`src/rtl/fios_mm_sched.sv`:
```
// fios_mm_sched: control sequencer for the EXPAND-configuration systolic FIOS Montgomery array.
// Define FIOS_SCHED_ABORT_EN to add the abort_i / aborted_o port pair.
module fios_mm_sched #(
   parameter int s        = 8,
   parameter int PE_NB    = 8,
   parameter int PE_DELAY = 8,
   parameter int RES_LAT  = 4,
   parameter int AW       = $clog2(s)
) (
   input  logic                 clock_i,
   input  logic                 reset_n_i,
   input  logic                 start_i,
`ifdef FIOS_SCHED_ABORT_EN
   input  logic                 abort_i,
   output logic                 aborted_o,
`endif
   output logic                 busy_o,
   output logic                 done_o,
   output logic                 op_rd_en_o,
   output logic [AW-1:0]        op_addr_o,
   output logic                 op_zero_o,
   output logic [PE_NB-1:0]     a_reg_en_o,
   output logic [PE_NB-1:0]     m_reg_en_o,
   output logic [2*PE_NB-1:0]   mux_A_sel_o,
   output logic [2*PE_NB-1:0]   mux_B_sel_o,
   output logic [2*PE_NB-1:0]   mux_C_sel_o,
   output logic [PE_NB-1:0]     CREG_en_o,
   output logic [7*PE_NB-1:0]   OPMODE_o,
   output logic [PE_NB-1:0]     RES_delay_en_o,
   output logic [PE_NB-1:0]     C_input_delay_en_o,
   output logic                 FIOS_input_sel_o,
   output logic                 res_we_o,
   output logic [AW-1:0]        res_addr_o
);

   localparam int T_WE0  = 1 + (PE_NB - 1) * PE_DELAY + RES_LAT;
   localparam int T_DONE = T_WE0 + s;
   localparam int T_END  = T_DONE + 1;
   localparam int TW     = $clog2(T_END + 1);

   if (PE_NB != s) begin : g_pe_nb_check
      $error("fios_mm_sched: PE_NB (%0d) must equal s (%0d)", PE_NB, s);
   end

   typedef enum logic [1:0] {IDLE, RUN, DRAIN, DONE} state_t;

   typedef struct packed {
      logic       a_en;
      logic       m_en;
      logic [1:0] sel_a;
      logic [1:0] sel_b;
      logic [1:0] sel_c;
      logic       creg_en;
      logic [6:0] opmode;
      logic       res_en;
      logic       cin_en;
   } pe_ctrl_t;

   state_t        state, state_nx;
   logic [TW-1:0] t_cnt, t_nx;
   logic          abort_req;

   logic                 busy_nx, done_nx, rd_en_nx, zero_nx, we_nx, aborted_nx;
   logic [AW-1:0]        op_addr_nx, res_addr_nx;
   logic [PE_NB-1:0]     a_en_nx, m_en_nx, creg_nx, res_en_nx, cin_nx;
   logic [2*PE_NB-1:0]   sel_a_nx, sel_b_nx, sel_c_nx;
   logic [7*PE_NB-1:0]   opmode_nx;

`ifdef FIOS_SCHED_ABORT_EN
   assign abort_req = abort_i && ((state == RUN) || (state == DRAIN));
`else
   assign abort_req = 1'b0;
`endif

   assign FIOS_input_sel_o = 1'b0;

   // PE0 control template; every other PE replays it PE_DELAY cycles later per index.
   function automatic pe_ctrl_t template_step(input int k);
      pe_ctrl_t c;
      c = '0;
      if (k == 0) begin
         c.a_en    = 1'b1;
         c.creg_en = 1'b1;
         c.opmode  = 7'h05;
      end else if (k <= s - 1) begin
         c.m_en    = (k == 1);
         c.sel_a   = 2'd1;
         c.sel_b   = 2'd1;
         c.sel_c   = 2'd1;
         c.creg_en = 1'b1;
         c.res_en  = 1'b1;
         c.cin_en  = (k != 1);
         c.opmode  = 7'h35;
      end else if (k == s) begin
         c.sel_a   = 2'd2;
         c.sel_b   = 2'd2;
         c.sel_c   = 2'd1;
         c.creg_en = 1'b1;
         c.res_en  = 1'b1;
         c.cin_en  = 1'b1;
         c.opmode  = 7'h65;
      end else begin
         c.sel_c   = 2'd2;
         c.res_en  = 1'b1;
         c.opmode  = 7'h65;
      end
      return c;
   endfunction

   // NOTE: sequential state uses non-blocking assignments so every register samples pre-edge values.
   always_ff @(posedge clock_i or negedge reset_n_i) begin
      if (!reset_n_i) begin
         state <= IDLE;
         t_cnt <= '0;
      end else begin
         state <= state_nx;
         t_cnt <= t_nx;
      end
   end

   always_comb begin
      state_nx = state;
      t_nx     = (t_cnt == TW'(T_END)) ? t_cnt : t_cnt + 1'b1;
      unique case (state)
         IDLE: begin
            t_nx = '0;
            if (start_i) state_nx = RUN;
         end
         RUN:   if (t_cnt == TW'(s + 1)) state_nx = DRAIN;
         DRAIN: if (t_cnt == TW'(T_DONE)) state_nx = DONE;
         DONE:  state_nx = IDLE;
         default: state_nx = IDLE;
      endcase
      if (abort_req) begin
         state_nx = IDLE;
         t_nx     = '0;
      end
   end

   // NOTE: outputs are decoded from next state/count and registered, so they line up with T
   // with no extra pipeline stage; every field gets a default to keep this block latch-free.
   always_comb begin
      int  tk;
      logic active;
      tk          = int'(t_nx);
      active      = (state_nx == RUN) || (state_nx == DRAIN);
      busy_nx     = (state_nx == RUN) || ((state_nx == DRAIN) && (tk != T_DONE));
      done_nx     = (state_nx == DRAIN) && (tk == T_DONE);
      aborted_nx  = abort_req;
      rd_en_nx    = 1'b0;
      zero_nx     = 1'b0;
      op_addr_nx  = '0;
      we_nx       = 1'b0;
      res_addr_nx = '0;
      a_en_nx     = '0;
      m_en_nx     = '0;
      creg_nx     = '0;
      res_en_nx   = '0;
      cin_nx      = '0;
      sel_a_nx    = '0;
      sel_b_nx    = '0;
      sel_c_nx    = '0;
      opmode_nx   = '0;

      if (state_nx == RUN) begin
         if (tk < s) begin
            rd_en_nx   = 1'b1;
            op_addr_nx = AW'(tk);
         end else begin
            zero_nx = 1'b1;
         end
      end

      for (int i = 0; i < PE_NB; i++) begin
         int       k;
         pe_ctrl_t c;
         k = tk - 1 - i * PE_DELAY;
         c = (active && (k >= 0) && (k <= s + 1)) ? template_step(k) : '0;
         a_en_nx[i]          = c.a_en;
         m_en_nx[i]          = c.m_en;
         creg_nx[i]          = c.creg_en;
         res_en_nx[i]        = c.res_en;
         cin_nx[i]           = c.cin_en;
         sel_a_nx[2*i +: 2]  = c.sel_a;
         sel_b_nx[2*i +: 2]  = c.sel_b;
         sel_c_nx[2*i +: 2]  = c.sel_c;
         opmode_nx[7*i +: 7] = c.opmode;
      end

      if (active && (tk >= T_WE0) && (tk < T_WE0 + s)) begin
         we_nx       = 1'b1;
         res_addr_nx = AW'(tk - T_WE0);
      end
   end

   always_ff @(posedge clock_i or negedge reset_n_i) begin
      if (!reset_n_i) begin
         busy_o             <= 1'b0;
         done_o             <= 1'b0;
         op_rd_en_o         <= 1'b0;
         op_addr_o          <= '0;
         op_zero_o          <= 1'b0;
         a_reg_en_o         <= '0;
         m_reg_en_o         <= '0;
         mux_A_sel_o        <= '0;
         mux_B_sel_o        <= '0;
         mux_C_sel_o        <= '0;
         CREG_en_o          <= '0;
         OPMODE_o           <= '0;
         RES_delay_en_o     <= '0;
         C_input_delay_en_o <= '0;
         res_we_o           <= 1'b0;
         res_addr_o         <= '0;
      end else begin
         busy_o             <= busy_nx;
         done_o             <= done_nx;
         op_rd_en_o         <= rd_en_nx;
         op_addr_o          <= op_addr_nx;
         op_zero_o          <= zero_nx;
         a_reg_en_o         <= a_en_nx;
         m_reg_en_o         <= m_en_nx;
         mux_A_sel_o        <= sel_a_nx;
         mux_B_sel_o        <= sel_b_nx;
         mux_C_sel_o        <= sel_c_nx;
         CREG_en_o          <= creg_nx;
         OPMODE_o           <= opmode_nx;
         RES_delay_en_o     <= res_en_nx;
         C_input_delay_en_o <= cin_nx;
         res_we_o           <= we_nx;
         res_addr_o         <= res_addr_nx;
      end
   end

`ifdef FIOS_SCHED_ABORT_EN
   always_ff @(posedge clock_i or negedge reset_n_i) begin
      if (!reset_n_i) aborted_o <= 1'b0;
      else            aborted_o <= aborted_nx;
   end
`else
   logic unused_aborted;
   assign unused_aborted = aborted_nx;
`endif

endmodule

```
`config.mk`:
```
export PLATFORM = sky130hd
export DESIGN_NAME = fios_mm_sched
export DESIGN_NICKNAME = d
export VERILOG_FILES = /design/src/rtl/fios_mm_sched.sv
export SDC_FILE = /design/constraint.sdc
export NUM_CORES = 1
export LEC_CHECK = 0
export BUFFER_PORTS_ARGS = -buffer_cell sky130_fd_sc_hd__clkbuf_2
export CORE_ASPECT_RATIO = 1.4
export CORE_MARGIN = 2
export CORE_UTILIZATION = 51
export DETAILED_ROUTE_END_ITERATION = 16
export PLACE_DENSITY_LB_ADDON = 0.3
export SLEW_MARGIN = 20
export SYNTH_ARGS = -nofsm -noshare
export SYNTH_HDL_FRONTEND = slang
export SYNTH_SLANG_ARGS = --single-unit
```
`constraint.sdc`:
```
create_clock -name clock_i -period 5.7 [get_ports clock_i]
set_input_delay 0.855 -clock clock_i [delete_from_list [all_inputs] [get_ports clock_i]]
set_output_delay 0.855 -clock clock_i [all_outputs]
set_load 0.05 [all_outputs]
```
# Word-level counts from Yosys, hierarchy flattened
# Cells that the tools add are included.
word_totals:
  in_bits: 3
  word_cells: 214
  reg_bits: 164
  output_inout_bits: 156
op_classes:
  n_reduce_logical: 31
  mux: 94
  n_eq_ne: 34
  addsub: 10
  order_cmp: 27
ops:
  columns: ["op", "n"]
  rows:
  - ["$logic_not A32 Y1", 8]
  - ["$eq A32 B2 Y1 const B", 6]
  - ["$eq A32 B5 Y1 const B", 6]
  - ["$ge A32 B1 Y1 const B", 6]
  - ["$le A32 B4 Y1 const B", 6]
  - ["$le A32 B5 Y1 const B", 6]
  - ["$ne A32 B2 Y1 const B", 6]
  - ["$mux W18", 8]
  - ["$mux W16", 8]
  - ["$mux W7", 10]
  - ["$mux W8", 8]
  - ["$mux W2", 19]
  - ["$sub A8 B7 Y9 const B", 4]
  - ["$mux W4", 8]
  - ["$mux W1", 29]
  - ["$eq A7 B7 Y1 const B", 3]
  - ["$logic_and A1 B1 Y1", 20]
  - ["$sub A8 B6 Y9 const B", 2]
  - ["$eq A9 B2 Y1 const B", 1]
  - ["$eq A9 B5 Y1 const B", 1]
  - ["$ge A9 B1 Y1 const B", 1]
  - ["$le A9 B4 Y1 const B", 1]
  - ["$le A9 B5 Y1 const B", 1]
  - ["$mux W3", 3]
  - ["21 further kinds", 25]

# Longest topological paths before layout
logic_depth:
  word_depth: 10
  ltp_mapped: 19

# Worst setup path after synthesis
# No wires, ideal clock.
synth_timing:
  path_type: "register to register"
  from: "register t_cnt[3]"
  to: "register m_reg_en_o[7]"
  t_required_ns: 5.599
  period_less_slack_ns: 4.404
  path_stages_with_launch: 18
  setup_time_ns: 0.101
  setup_slack_ns: 1.296
  arrival_ns: 4.303
  n_path_buf: 5
  cell_sequence: "dfrtp_1 -> buf_6 -> or3_4 -> buf_6 -> or3_1 -> a21oi_1 -> inv_1 -> ha_1 -> clkbuf_1 -> and2_1 -> a311o_1 -> buf_2 -> ha_1 -> nor4_2 -> a31oi_2 -> or4_1 -> buf_2 -> nor4_1"
synth_via:
  elab_chain_cells: 9
  elab_cells_between_ends: 24
synth_rtl:
  columns: ["element", "line_no", "text"]
  rows:
  - ["start, declared", "60", "logic [TW-1:0] t_cnt, t_nx;"]
  - ["start signal, assigned", "117", "t_cnt <= t_nx;"]
  - ["$eq A7 B7 Y1 *", "123", "t_nx = (t_cnt == TW'(T_END)) ? t_cnt : t_cnt + 1'b1;"]
  - ["$mux W7 *", "123", null]
  - ["$mux W7 *", "124", "unique case (state)"]
  - ["net t_nx[0]", "60", null]
  - ["$sub A7 B1 Y8 *", "177", "k = tk - 1 - i * PE_DELAY;"]
  - ["$sub A8 B7 Y9 *", "177", null]
  - ["$le A9 B4 Y1, or another cell as far along", "85", "end else if (k <= s - 1) begin"]
  - ["$mux W1 or $logic_and A1 B1 Y1 (tied branches)", "85, 178", null]
  - ["$mux W7 or $logic_and A1 B1 Y1 (tied branches)", "81, 178", null]
  - ["$mux W18 *", "178", "c = (active && (k >= 0) && (k <= s + 1)) ? template_step(k) : '0;"]
  - ["net m_en_nx[7]", "65", "logic [PE_NB-1:0] a_en_nx, m_en_nx, creg_nx, res_en_nx, cin_nx;"]
  - ["end signal, assigned", "221", "m_reg_en_o <= m_en_nx;"]
  - ["end, declared", "23", "output logic [PE_NB-1:0] m_reg_en_o,"]
# Mark *: on every way through the listed nets, which the timed path passes. The rest lies on a longest branch.

# Worst setup path after layout
# Same ends and word-level chain as after synthesis.

==> metrics.txt <==
status complete, no violations; DP Area 0.00550 mm²; clk_skew 5.62 ps; post-CTS setup buffers 0; r2r endpoint m_reg_en_o[7]$_DFF_PN0_; overall die width 88.1 µm; initial antenna violation count 0; Sink Count 108; ant diodes 0; Setup TNS 0 ps; final core occ 59.1%; Tot GR Track Use 21.9%; register area share after synthesis 53.5%; Reg2Reg Depth 13; first-pass GRT wire length 17.7 mm; sequential share of power 54.1%; worst skew pair latency 340 ps; clock buffer depth 2; Net Switching 0.297 mW; Slew HR 38.3%; Hold Fails Final Rpt 0; Avg Inst Size Synth 10.3 µm²; Setup crit end kind flip-flop; core area 0.00979 mm²; CP Launch Type flip-flop; Crit. Startpoint t_cnt[3]$_DFF_PN0_; Final Cycle Share 89.4%; Leak 3.12 nW; cell area after layout 0.00579 mm²; Num CTS Buffers 9; synth top area cells dfrtp_1 (54%), buf_4 (8.5%), nor2_1 (5.2%); Yosys cell types 62; clock-pin transition on the worst setup and hold timing paths 70 ps; iteration count of the initial detailed-routing pass 4; synthesized cell area 0.00505 mm²; crit path max fanout 13; Yosys reg bits 108; Final Max Tran Viols 0; CTS resizes 0; Sw Ratio 21.0%; worst path required time 5940 ps; vias in the first global route 3527; Die Y 122 µm; pwr dens 245 mW/mm²; io pins 159; Final setup viols 0; Syn Inst Count 489; most frequent cells after synthesis dfrtp_1 (108), nor2_1 (70), buf_4 (57), nand2_1 (29), inv_1 (26); layout cell share with drive strength beyond 1 30.7%; largest net degree at the start of global routing 80; Post-route DRC 0; remaining antenna violation count after routing 0; max-cap violations 0; Reg2Reg Setup Slack 610 ps; Slew @ Worst Pin 926 ps; Async SR Flop Fraction 100%; TritonCTS clock tree built; # rows 43; ys flop type dfrtp_1; routed wire length 11.5 mm; clock power share 43.1%; CTS Root Cell clkbuf_16; Hold Buf Count CTS 0; Power Total 1.42 mW; number of synthesized flops with an enable pin 0; CP arrival 5340 ps; Gate power share 2.8%; nets@finish 606; global route overflow 0; Via Count 3765; RSZ-0062 raised after global routing false; synth warn 0; vias per inst 5.18; DR iter-0 viols 234; die footprint 0.0107 mm²; reg2reg start t_cnt[3]$_DFF_PN0_; internal power 1.12 mW; Min Clock Period, post-route 5090 ps; initial core utilization 51.6%; Synth top area share 53.5%; Final Wtd Congestion 0.876; fmax 196 MHz; Hold WC Path Type in2async; most common cell in the synthesized netlist dfrtp_1; area delta synth->final 14.7%; crit path kind reg2reg; H-tree Lvls 3; peak supply drop 155 µV; cell taking the most area after synthesis dfrtp_1; IO buf count 141; DP HPWL 8.59 mm; routed len/inst 15.8 µm
-- state kept, by name, indices dropped and copies added (netlist names), 3 cells and up --
name                cells
OPMODE_o               17
mux_A_sel_o            16
mux_C_sel_o            16
CREG_en_o               8
C_input_delay_en_o      8
a_reg_en_o              8
m_reg_en_o              8
RES_delay_en_o          7
t_cnt                   7
op_addr_o               3
res_addr_o              3
-- final cells by class --
| cell class | count | area (µm²) |
|---|---|---|
| Fill cell | 881 | 4000 |
| Sequential cell | 108 | 2700 |
| Multi-Input combinational cell | 295 | 1780 |
| Timing Repair Buffer | 146 | 746 |
| Clock buffer | 12 | 246 |
| Tap cell | 135 | 169 |
| Inverter | 28 | 105 |
| Clock inverter | 3 | 46.3 |
-- critical path, cell delays in order, from the launching register on --
cell and delay (ps):
dfrtp_1 480, or3_4 460, or3_1 350, a21oi_1 380, inv_1 200, ha_1 340
nor4_1 320, a311o_1 490, clkinv_1 450, ha_1 360, o311ai_0 90, a31oi_1 140
or4_1 680, nor4_1 260
-- worst max path at each step --
stage                                         end  slack (ps)  depth (start not counted)
final                     m_reg_en_o[7]$_DFF_PN0_         610                         13
after global routing      m_reg_en_o[7]$_DFF_PN0_         200                         15
after CTS                 m_reg_en_o[7]$_DFF_PN0_         650                         15
after detailed placement  m_reg_en_o[7]$_DFF_PN0_         670                         15
after global placement    m_reg_en_o[7]$_DFF_PN0_         910                         13
after floorplan           m_reg_en_o[7]$_DFF_PN0_        1300                         17
-- cells by family after synthesis --
| family | Yosys count | share of synthesized area, % |
|---|---|---|
| AND/OR/NAND/NOR | 185 | 18.5 |
| AO/OA/AOI/OAI | 70 | 10.2 |
| flip-flops | 108 | 53.5 |
| other | 1 | 0.0742 |
| buffers and inverters | 102 | 12.5 |
| XOR/XNOR | 8 | 1.54 |
| adder cells (fa/ha/maj) | 15 | 3.72 |
-- per-layer routing --
| metal | track usage (%) | part of all wire [%] | routed length [µm] | up-vias |
|---|---|---|---|---|
| li1 | - | - | - | 1778 |
| met1 | 24.6 | 37 | 4250 | 1829 |
| met2 | 39.5 | 55 | 6360 | 137 |
| met3 | 3.66 | 4.5 | 523 | 21 |
| met4 | 10.8 | 3.3 | 379 | 0 |
| met5 | 0 | 0 | 0 | - |
-- layout by cell type (no fill, tap or decap), types with 3 or more instances in the layout --
cell type  Yosys  final
clkbuf_2       0    140
dfrtp_1      108    108
nor2_1        70     70
nand2_1       29     29
inv_1         26     26
nor3_1        21     21
a21oi_1       18     18
conb_1         1     17
ha_1          15     15
nand3_1       14     14
clkbuf_16      0      9
o21ai_0        8      8
a211oi_1       8      8
and2_1         6      6
or3_1          6      6
buf_4         57      6
nand4_1        5      5
nor4_1         5      5
a31oi_1        4      4
xnor2_1        4      4
and3_1         4      4
xor2_1         3      3
or2_2          3      3
o22ai_2        3      3
o21a_1         3      3
nor3b_1        3      3
nor2b_1        3      3
-- power groups by stage --
| stage | clock network [mW] | logic, mW | registers [mW] |
|---|---|---|---|
| floorplan | 0 | 0.0334 | 0.781 |
| global placement | 0 | 0.0399 | 0.781 |
| detailed placement | 0 | 0.0403 | 0.781 |
| CTS | 0.627 | 0.0404 | 0.766 |
| global route | 0.650 | 0.0438 | 0.766 |
| finish | 0.611 | 0.0394 | 0.766 |
-- stage by stage --
step | cells | worst slack (ps) | hold WS (ps)
floorplan | 505 | 1300 | 559
global placement | 712 | 906 | 670
detailed placement | 712 | 672 | 679
CTS | 727 | 647 | 432
global route | 727 | 202 | 457
finish | 727 | 606 | 424
Note: power is estimated with default switching activity, not from simulation.
